==> src/rtl/peak_det_pkg.sv <==
// Shared definitions for the PZC peak detector.
//   - det_state_e : detector FSM states (idle, above threshold, hold-off)
//   - WIDTH_CNT_W : width of the saturating samples-above-threshold counter
//   - event_w()   : width of a packed event record {amp, ts, width, pileup},
//                   amp in the MSBs and the pileup bit in the LSB
package peak_det_pkg;

    localparam int unsigned WIDTH_CNT_W = 16;

    typedef enum logic [1:0] {
        StIdle,
        StAbove,
        StHoldoff
    } det_state_e;

    function automatic int unsigned event_w(int unsigned nbits_in, int unsigned nbits_ts);
        return nbits_in + nbits_ts + WIDTH_CNT_W + 1;
    endfunction

endpackage

==> src/rtl/peak_event_reg.sv <==
// One-entry valid/ready holding register for detector events plus a sticky
// overflow flag.
// Ports:
//   clk, rst      clock, synchronous active-high reset
//   load_i        an event is offered this clk
//   load_data_i   packed event record
//   ready_i       consumer accepts the held event
//   valid_o       event held on data_o until accepted
//   data_o        held event record
//   overflow_o    sticky: an offered event was dropped because the entry was full
module peak_event_reg #(
    parameter int unsigned EVENT_W = 8
) (
    input  logic               clk,
    input  logic               rst,
    input  logic               load_i,
    input  logic [EVENT_W-1:0] load_data_i,
    input  logic               ready_i,
    output logic               valid_o,
    output logic [EVENT_W-1:0] data_o,
    output logic               overflow_o
);

    logic               valid_q, valid_d;
    logic [EVENT_W-1:0] data_q, data_d;
    logic               overflow_q, overflow_d;

    always_comb begin
        valid_d    = valid_q;
        data_d     = data_q;
        overflow_d = overflow_q;
        if (load_i) begin
            // An accept on the same clk frees the entry for the new event.
            if (!valid_q || ready_i) begin
                valid_d = 1'b1;
                data_d  = load_data_i;
            end else begin
                overflow_d = 1'b1;
            end
        end else if (valid_q && ready_i) begin
            valid_d = 1'b0;
        end
    end

    always_ff @(posedge clk) begin
        if (rst) begin
            valid_q    <= 1'b0;
            data_q     <= '0;
            overflow_q <= 1'b0;
        end else begin
            valid_q    <= valid_d;
            data_q     <= data_d;
            overflow_q <= overflow_d;
        end
    end

    assign valid_o    = valid_q;
    assign data_o     = data_q;
    assign overflow_o = overflow_q;

endmodule

==> src/rtl/pzc_peak_detector.sv <==
// Threshold-qualified pulse finder on the baseline-corrected signed PZC output.
// Reports one event per pulse (peak amplitude, peak timestamp, width over
// threshold) through a one-entry valid/ready register; a hold-off window after
// each reported pulse suppresses undershoot retriggers.
// Ports:
//   clk, rst    clock, synchronous active-high reset
//   in_data     signed sample, in_valid strobes it
//   out_ready   consumer accepts the held event
//   out_valid   event held on out_amp/out_ts/out_width/out_pileup until accepted
//   overflow    sticky: event dropped because the output was full
// Optional feature: define PEAK_PILEUP_EN to flag pulses whose above-threshold
// part contains a dip followed by a rise (out_pileup); otherwise out_pileup is 0.
module pzc_peak_detector
    import peak_det_pkg::*;
#(
    parameter int unsigned NBITS_IN  = 28,
    parameter int          THRESHOLD = 2048,
    parameter int unsigned MIN_WIDTH = 2,
    parameter int unsigned HOLDOFF   = 16,
    parameter int unsigned NBITS_TS  = 32
) (
    input  logic                       clk,
    input  logic                       rst,
    input  logic signed [NBITS_IN-1:0] in_data,
    input  logic                       in_valid,
    input  logic                       out_ready,
    output logic                       out_valid,
    output logic signed [NBITS_IN-1:0] out_amp,
    output logic [NBITS_TS-1:0]        out_ts,
    output logic [WIDTH_CNT_W-1:0]     out_width,
    output logic                       out_pileup,
    output logic                       overflow
);

    localparam int unsigned EventW = event_w(NBITS_IN, NBITS_TS);
    localparam int unsigned HoCntW = (HOLDOFF > 1) ? $clog2(HOLDOFF) : 1;
    localparam logic signed [NBITS_IN-1:0] Thresh = NBITS_IN'(THRESHOLD);
    localparam logic [WIDTH_CNT_W-1:0] WidthMax = '1;

    det_state_e                 state_q, state_d;
    logic [NBITS_TS-1:0]        ts_q, ts_d;
    logic signed [NBITS_IN-1:0] peak_q, peak_d;
    logic [NBITS_TS-1:0]        peak_ts_q, peak_ts_d;
    logic [WIDTH_CNT_W-1:0]     width_q, width_d;
    logic [HoCntW-1:0]          ho_cnt_q, ho_cnt_d;
    logic                       emit_q, emit_d;
    logic                       pileup;
    logic                       above;

`ifdef PEAK_PILEUP_EN
    logic signed [NBITS_IN-1:0] prev_q, prev_d;
    logic                       fell_q, fell_d;    // last sample was below its predecessor
    logic                       pileup_q, pileup_d;
    assign pileup = pileup_q;
`else
    assign pileup = 1'b0;
`endif

    assign above = in_data > Thresh;

    always_comb begin
        state_d   = state_q;
        ts_d      = ts_q;
        peak_d    = peak_q;
        peak_ts_d = peak_ts_q;
        width_d   = width_q;
        ho_cnt_d  = ho_cnt_q;
        emit_d    = 1'b0;
`ifdef PEAK_PILEUP_EN
        prev_d    = prev_q;
        fell_d    = fell_q;
        pileup_d  = pileup_q;
`endif
        if (in_valid) begin
            ts_d = ts_q + NBITS_TS'(1);
            unique case (state_q)
                StIdle: begin
                    if (above) begin
                        state_d   = StAbove;
                        peak_d    = in_data;
                        peak_ts_d = ts_q;
                        width_d   = WIDTH_CNT_W'(1);
`ifdef PEAK_PILEUP_EN
                        prev_d    = in_data;
                        fell_d    = 1'b0;
                        pileup_d  = 1'b0;
`endif
                    end
                end
                StAbove: begin
                    if (above) begin
                        if (width_q != WidthMax) begin
                            width_d = width_q + WIDTH_CNT_W'(1);
                        end
                        // Strict compare keeps the earliest sample of a flat top.
                        if (in_data > peak_q) begin
                            peak_d    = in_data;
                            peak_ts_d = ts_q;
                        end
`ifdef PEAK_PILEUP_EN
                        if (fell_q && (in_data > prev_q)) begin
                            pileup_d = 1'b1;
                        end
                        fell_d = in_data < prev_q;
                        prev_d = in_data;
`endif
                    end else if (32'(width_q) >= MIN_WIDTH) begin
                        // Event fields stay in peak_q/peak_ts_q/width_q and are
                        // captured by the output register on the next clk.
                        emit_d = 1'b1;
                        if (HOLDOFF == 0) begin
                            state_d = StIdle;
                        end else begin
                            state_d  = StHoldoff;
                            ho_cnt_d = '0;
                        end
                    end else begin
                        state_d = StIdle;
                    end
                end
                StHoldoff: begin
                    if (32'(ho_cnt_q) == HOLDOFF - 1) begin
                        state_d = StIdle;
                    end else begin
                        ho_cnt_d = ho_cnt_q + HoCntW'(1);
                    end
                end
                default: state_d = StIdle;
            endcase
        end
    end

    always_ff @(posedge clk) begin
        if (rst) begin
            state_q   <= StIdle;
            ts_q      <= '0;
            peak_q    <= '0;
            peak_ts_q <= '0;
            width_q   <= '0;
            ho_cnt_q  <= '0;
            emit_q    <= 1'b0;
`ifdef PEAK_PILEUP_EN
            prev_q    <= '0;
            fell_q    <= 1'b0;
            pileup_q  <= 1'b0;
`endif
        end else begin
            state_q   <= state_d;
            ts_q      <= ts_d;
            peak_q    <= peak_d;
            peak_ts_q <= peak_ts_d;
            width_q   <= width_d;
            ho_cnt_q  <= ho_cnt_d;
            emit_q    <= emit_d;
`ifdef PEAK_PILEUP_EN
            prev_q    <= prev_d;
            fell_q    <= fell_d;
            pileup_q  <= pileup_d;
`endif
        end
    end

    logic [EventW-1:0] event_in;
    logic [EventW-1:0] event_out;

    assign event_in = {peak_q, peak_ts_q, width_q, pileup};

    peak_event_reg #(
        .EVENT_W(EventW)
    ) u_event_reg (
        .clk        (clk),
        .rst        (rst),
        .load_i     (emit_q),
        .load_data_i(event_in),
        .ready_i    (out_ready),
        .valid_o    (out_valid),
        .data_o     (event_out),
        .overflow_o (overflow)
    );

    assign {out_amp, out_ts, out_width, out_pileup} = event_out;

endmodule

==> config.mk <==
export PLATFORM = sky130hd
export DESIGN_NAME = pzc_peak_detector
export DESIGN_NICKNAME = d
export VERILOG_FILES = /design/src/rtl/peak_det_pkg.sv /design/src/rtl/peak_event_reg.sv /design/src/rtl/pzc_peak_detector.sv
export SDC_FILE = /design/constraint.sdc
export NUM_CORES = 1
export LEC_CHECK = 0
export CAP_MARGIN = 5
export CORE_MARGIN = 2
export CORE_UTILIZATION = 40
export CTS_BUF_LIST = sky130_fd_sc_hd__clkbuf_16
export DETAILED_ROUTE_END_ITERATION = 8
export GPL_TIMING_DRIVEN = 0
export SYNTH_ARGS = -nofsm -noshare
export SYNTH_HDL_FRONTEND = slang
export SYNTH_SLANG_ARGS = --single-unit
==> constraint.sdc <==
create_clock -name clk -period 2.8 [get_ports clk]
set_input_delay 0.28 -clock clk [delete_from_list [all_inputs] [get_ports clk]]
set_output_delay 0.28 -clock clk [all_outputs]
set_load 0.1 [all_outputs]
==> flow_summary.toml, run 1 <==
[placement]
post-place-cells = 1422
portBuffers = 107
place_congestion = 0.842
post-place-ws_ns = -0.701
dp_hpwl_um = 15500

[floorplan]
std_cell_rows = 53
die_w_um = 150
die_h_um = 150
core_area_um2 = 21000
io_pins = 111
die-area_um2 = 22400
initial_core_util_pct = 40.6

[worst_setup_path]
cp.required_ns = 3.14
critPathTopFamily = "buffers and inverters"
cp_cell_sequence = "clkdlybuf4s50_1, ha_4, nand4_1, buf_4, nor4_4, nand2_1, or3b_4, o32ai_4, buf_12, or2_4, buf_12, clkbuf_16, o31ai_1"
cp_max_fo = 8
cp_num_buf_inv = 5
cp_slowest_stage_delay_ns = 0.51
path_class = "in2reg"
cp-startpoint = "in_data[24]"
cp.arrival_ns = 3.14
r2r_setup_slack_ns = 0.003
crit_top_cell = "buf_12"
cp-start-kind = "primary input"
endpoint_kind = "flop"
timing.rr.start = "peak_q[25]$_SDFFE_PP0P_"
slowest_stage = "clkdlybuf4s50_1"

[cells_and_area]
synthToLayoutAreaGrowth_pct = 31.5
seq_area_um2 = 3880
multi_input_area_um2 = 4640
instances_no_fill = 1465
nFillCells = 2035
drive_gt1_share_pct = 10.8
fin_nets = 1240

[global_routing]
grt_start_max_net_pins = 17
grt_pass1_vias = 7202
grt_overflow = 0
grt_pass1_wl_um = 35900
antenna_found_initial = 1
grt_usage_pct = 20.1

[synth]
ys_dominant_reg_cell = "dfxtp_1"
yosysWarnings = 0
synthTopCellsByCount = "dfxtp_1, nand2_1, a21oi_1"
synth_seq_area_share_pct = 45.5
syn-cell-area_um2 = 8500
avgSynthCellArea_um2 = 8.17
synth.area.top_cells = "dfxtp_1, nand2_1, a21oi_1, ha_1, nor2b_1"
syn_inst = 1040
syn_nets = 1104
synth_top_area_share_pct = 45.5
synthDistinctLibCells = 48
synth-edff-count = 0
synth.most_common_cell = "dfxtp_1"
async_flop_share_pct = 0
yosysTopAreaCell = "dfxtp_1"
synth_seq_cells = 193

[route]
drc = 0
drt-total-wl_um = 22100
dr.pass1.iters = 4
drtAntennaViolNets = 0
drt-vias-per-instance = 5.09
drt_iter0_markers = 403
routedWlPerCell_um = 15.1
route.vias.total = 7457

[cts]
path_clk_slew_ns = 0.07
clk_path_buf_depth = 2
cts.htree.levels = 4
postCtsHoldBufs = 0
cts_tree = "done"
worstSkewPairLatency_ns = 0.43
cts.root.buffer_cell = "clkbuf_16"
numCtsBuffers = 17
clkSinkCount = 193

[timing]
hold_ws_ns = 0.258
slew_headroom_pct = 31.2
setup_violations = 0
period_share_pct = 99.9
clock_skew_ns = 0.00948
min_period_ns = 2.80
finalWorstSetupSlack_ns = 0.00295
slew_viol_final = 0
max_freq_mhz = 358
rsz0062_at_grt = "true"
finalHoldViolCount = 0
max_slew.worst_pin.slew_ns = 1.03

[power_and_ir_drop]
leakage_uw = 0.00379
vdd_drop_max_v = 0.000415
power_density_nw_per_um2 = 528

[min_path]
hold_path_class = "in2reg"
hp-start = "in_valid"

[flow_run]
maxCapViolations = 0

[status]
status = "finished clean"
## area by class of cell
| cell class | instances | share of cell area [%] |
|---|---|---|
| Antenna cell | 1 | 0.0224 |
| Sequential cell | 193 | 34.7 |
| Tap cell | 275 | 3.08 |
| Buffer | 68 | 3.35 |
| Clock inverter | 15 | 1.60 |
| Multi-Input combinational cell | 745 | 41.5 |
| Inverter | 34 | 1.14 |
| Clock buffer | 17 | 3.81 |
| Timing Repair Buffer | 117 | 10.9 |
## worst reg2reg max path: stages (launching register included)
cell	delay, ns
dfxtp_2	0.35
inv_2	0.06
ha_4	0.26
nand4_1	0.19
buf_4	0.21
nor4_4	0.24
nand2_1	0.13
or3b_4	0.26
o32ai_4	0.08
buf_12	0.17
or2_4	0.25
buf_12	0.16
clkbuf_16	0.16
o31ai_1	0.18
## per-stage QoR
step / util, % / TNS [ns] / total power (µW) / area, µm²
2_1_floorplan: - / 0 / 3140 / 8500
3_3_place_gp: 47.3 / -37.29 / 3290 / 9910
3_5_place_dp: 47.3 / -37.86 / 3290 / 9910
4_1_cts: 50.8 / 0 / 5820 / 10700
5_1_grt: 53.3 / -1.75 / 6120 / 11200
6_report: 53.3 / 0 / 5910 / 11200
## power by group
group	total (µW)	switching, µW	internal (µW)
registers	2810	28.0	2780
clock network	2530	1050	1480
logic	566	324	242
total	5910	1410	4500
## sequential cells by signal, summed over array words and instances (netlist names)
register and flops:
u_event_reg.data_o 76, peak_ts_q 32, ts_q 32, peak_q 28, width_q 16, ho_cnt_q 4, state_q 2, emit_q 1
u_event_reg.overflow_o 1, u_event_reg.valid_o 1
## timing repair
action	in CTS	in global routing
endpoints found under the setup margin	60	61
resized for setup	16	98
buffers inserted	4	4
gates cloned	0	2
pin swaps	4	9
## final timing paths
path | to | cells after the start
worst max-delay path | peak_q[8]$_SDFFE_PP0P_ | 13
worst min-delay path | state_q[1]$_SDFFE_PP0P_ | 3
worst max register to register | peak_q[8]$_SDFFE_PP0P_ | 13
worst min register to register | u_event_reg.data_o[32]$_SDFFE_PP0P_ | 2
## cells by family (layout without fill, tap and decap cells)
kind of cell,after synthesis,count (layout),share of synthesized area (%)
XOR/XNOR,42,42,4.33
multiplexers,3,3,0.353
adder cells (fa/ha/maj),32,32,4.71
AND/OR/NAND/NOR,428,428,24.4
AO/OA/AOI/OAI,239,239,15.6
other,1,2,0.0441
flip-flops,193,193,45.5
buffers and inverters,102,251,5.11
## layer usage
| metal | vias to the layer above | GRT usage (%) | wire (µm) |
|---|---|---|---|
| met1 | 3498 | 27.2 | 10800 |
| li1 | 3788 | - | - |
| met3 | 28 | 3.41 | 849 |
| met2 | 143 | 32.5 | 10000 |
| met4 | 0 | 6.51 | 379 |
| met5 | - | 0 | 0 |
## placed cells by master (no fill, tap or decap), drive strengths merged, types with 4 or more instances in the layout
| cell | count |
|---|---|
| dfxtp | 193 |
| nand4 | 24 |
| clkdlybuf4s50 | 104 |
| buf | 31 |
| bufinv | 4 |
| nor3 | 15 |
| a21oi | 98 |
| nor2 | 57 |
| nor4 | 11 |
| nand2 | 180 |
| xor2 | 35 |
| nand2b | 36 |
| and2 | 4 |
| nand3 | 17 |
| o31ai | 26 |
| nor2b | 61 |
| clkbuf | 64 |
| and4 | 5 |
| ha | 32 |
| xnor2 | 7 |
| o21ai | 100 |
| and3 | 7 |
| inv | 39 |
| or3 | 5 |
No activity file was read; power rests on OpenSTA's default activity.
==> run 2, diff against run 1 <==
--- a/config.mk
+++ b/config.mk
@@ -7,7 +7,7 @@
 export LEC_CHECK = 0
 export CAP_MARGIN = 5
 export CORE_MARGIN = 2
-export CORE_UTILIZATION = 40
+export CORE_UTILIZATION = 35
 export CTS_BUF_LIST = sky130_fd_sc_hd__clkbuf_16
 export DETAILED_ROUTE_END_ITERATION = 8
 export GPL_TIMING_DRIVEN = 0
==> flow_summary.toml, run 2 (synthesis results as in run 1) <==
[status]
status = "finished clean"

[cts]
cts.root.buffer_cell = "clkbuf_16"
path_clk_slew_ns = 0.07
cts_tree = "done"
cts.htree.levels = 4
clk_path_buf_depth = 2
numCtsBuffers = 17
worstSkewPairLatency_ns = 0.43
clkSinkCount = 193
postCtsHoldBufs = 0

[route]
drt_iter0_markers = 412
routedWlPerCell_um = 14.8
drc = 0
dr.pass1.iters = 5
drtAntennaViolNets = 0
drt-total-wl_um = 22400
drt-vias-per-instance = 4.93
route.vias.total = 7470

[min_path]
hold_path_class = "in2reg"

[timing]
min_period_ns = 2.76
clock_skew_ns = 0.0151
period_share_pct = 98.6
max_slew.worst_pin.slew_ns = 1.05
finalHoldViolCount = 0
setup_violations = 0
rsz0062_at_grt = "true"
finalWorstSetupSlack_ns = 0.0387
max_freq_mhz = 362
slew_viol_final = 0
slew_headroom_pct = 30.0

[cells_and_area]
layout_common_cells = "nand2_1, dfxtp_1, a21oi_1, clkdlybuf4s50_1, nor2b_1"
fin_area_um2 = 11200
drive_gt1_share_pct = 10.9
fin_nets = 1243
synthToLayoutAreaGrowth_pct = 31.8
largest_register_ffs = 76
num_antenna_cells = 0

[flow_run]
maxCapViolations = 0

[global_routing]
grt_pass1_wl_um = 35200
grt_usage_pct = 16.8
antenna_found_initial = 0
grt_start_max_net_pins = 17
grt_pass1_vias = 7063
grt_overflow = 0

[placement]
place_congestion = 0.825
portBuffers = 107
dp_hpwl_um = 15700
dpl_cell_area_um2 = 9980
post-place-ws_ns = -0.650

[worst_setup_path]
cp-start-kind = "primary input"
cp-startpoint = "in_data[27]"
path_class = "in2reg"
cp-endpoint = "peak_q[20]$_SDFFE_PP0P_"
cp_max_fo = 10
cp.arrival_ns = 3.06
r2r_setup_slack_ns = 0.04
r2r-end = "peak_q[20]$_SDFFE_PP0P_"
timing.rr.start = "peak_q[14]$_SDFFE_PP0P_"
endpoint_kind = "flop"
cp.required_ns = 3.10
r2r_cells = 11

[floorplan]
die_w_um = 160
io_pins = 111
die_h_um = 160
core_area_um2 = 24100
std_cell_rows = 57
die-area_um2 = 25500
initial_core_util_pct = 35.3

[power_and_ir_drop]
leakage_uw = 0.00385
power_density_nw_per_um2 = 500
vdd_drop_max_v = 0.000268
[run 2: cell count changes in the layout (fill, tap and decap cells not counted), moves of 4 or more]
cell / change
clkdlybuf4s50_1: -8
dlymetal6s2s_1: +8
o31ai_4: -6
clkbuf_16: +4
clkinv_1: +4
o31ai_1: +4
[run 2: how the worst min path moves through the flow]
stage                                   startpoint                                   to  slack, ns  depth (start not counted)
2_1_floorplan               peak_q[1]$_SDFFE_PP0P_  u_event_reg.data_o[50]$_SDFFE_PP0P_       0.43                          2
3_5_place_dp               peak_q[10]$_SDFFE_PP0P_  u_event_reg.data_o[59]$_SDFFE_PP0P_       0.44                          2
4_1_cts                                   in_valid              state_q[1]$_SDFFE_PP0P_       0.24                          3
5_1_grt                                   in_valid                 ts_q[0]$_SDFFE_PP0P_       0.28                          3
3_3_place_gp   u_event_reg.data_o[18]$_SDFFE_PP0P_  u_event_reg.data_o[18]$_SDFFE_PP0P_       0.44                          2
6_report                                  in_valid              state_q[1]$_SDFFE_PP0P_       0.26                          3
[run 2: layout make-up]
class / count / area (µm²)
Fill cell: 2398 / 12900
Multi-Input combinational cell: 745 / 4600
Sequential cell: 193 / 3880
Timing Repair Buffer: 122 / 1320
Clock buffer: 17 / 425
Tap cell: 324 / 405
Buffer: 66 / 355
Inverter: 34 / 130
Clock inverter: 14 / 86.3
[run 2: timing repair]
action	in CTS	in global routing
gates resized for setup	10	109
endpoints found under the hold margin	0	0
pin swaps	2	15
buffers inserted	2	7
cloned	0	6
setup endpoints to repair	60	62
[run 2: layer usage]
layer	vias to the layer above	wire, µm	global-route usage (%)
met4	0	369	5.16
met3	22	1010	3.92
li1	3788	-	-
met5	-	0	0
met2	155	10200	27.2
met1	3505	10800	22.5
[run 2: report_power, final]
group	switching (µW)	internal [µW]	total, µW
registers	28.5	2780	2810
clock network	1010	1190	2200
logic	325	264	589
total	1360	4230	5600
[run 2: stage by stage]
step | cells | setup TNS (ns) | total power, µW | util (%) | hold WS (ns)
after CTS | 1503 | -0.552 | 5490 | 43.8 | 0.238
after global placement | 1471 | -35.15 | 3290 | 41.4 | 0.445
final | 1515 | 0 | 5600 | 46.5 | 0.257
after global routing | 1515 | -0.155 | 5800 | 46.5 | 0.281
after detailed placement | 1471 | -36.40 | 3290 | 41.4 | 0.445
after floorplan | 1040 | 0 | 3140 | - | 0.432
[run 2: worst max-delay path, cell delays in order]
cell and delay, ns:
clkdlybuf4s50_1 0.56, ha_4 0.23, nand4_1 0.16, nor2_1 0.07, a22o_1 0.21, or4_4 0.56
o2bb2ai_4 0.18, clkbuf_2 0.21, clkbuf_2 0.23, o21ai_1 0.26, o31ai_4 0.11
==> run 3, diff against run 2 <==
--- a/config.mk
+++ b/config.mk
@@ -9,6 +9,7 @@
 export CORE_MARGIN = 2
 export CORE_UTILIZATION = 35
 export CTS_BUF_LIST = sky130_fd_sc_hd__clkbuf_16
+export CTS_CLUSTER_SIZE = 16
 export DETAILED_ROUTE_END_ITERATION = 8
 export GPL_TIMING_DRIVEN = 0
 export SYNTH_ARGS = -nofsm -noshare
==> results of run 3 <==
No change in the layout: final DEF, timing and power equal those of run 2.
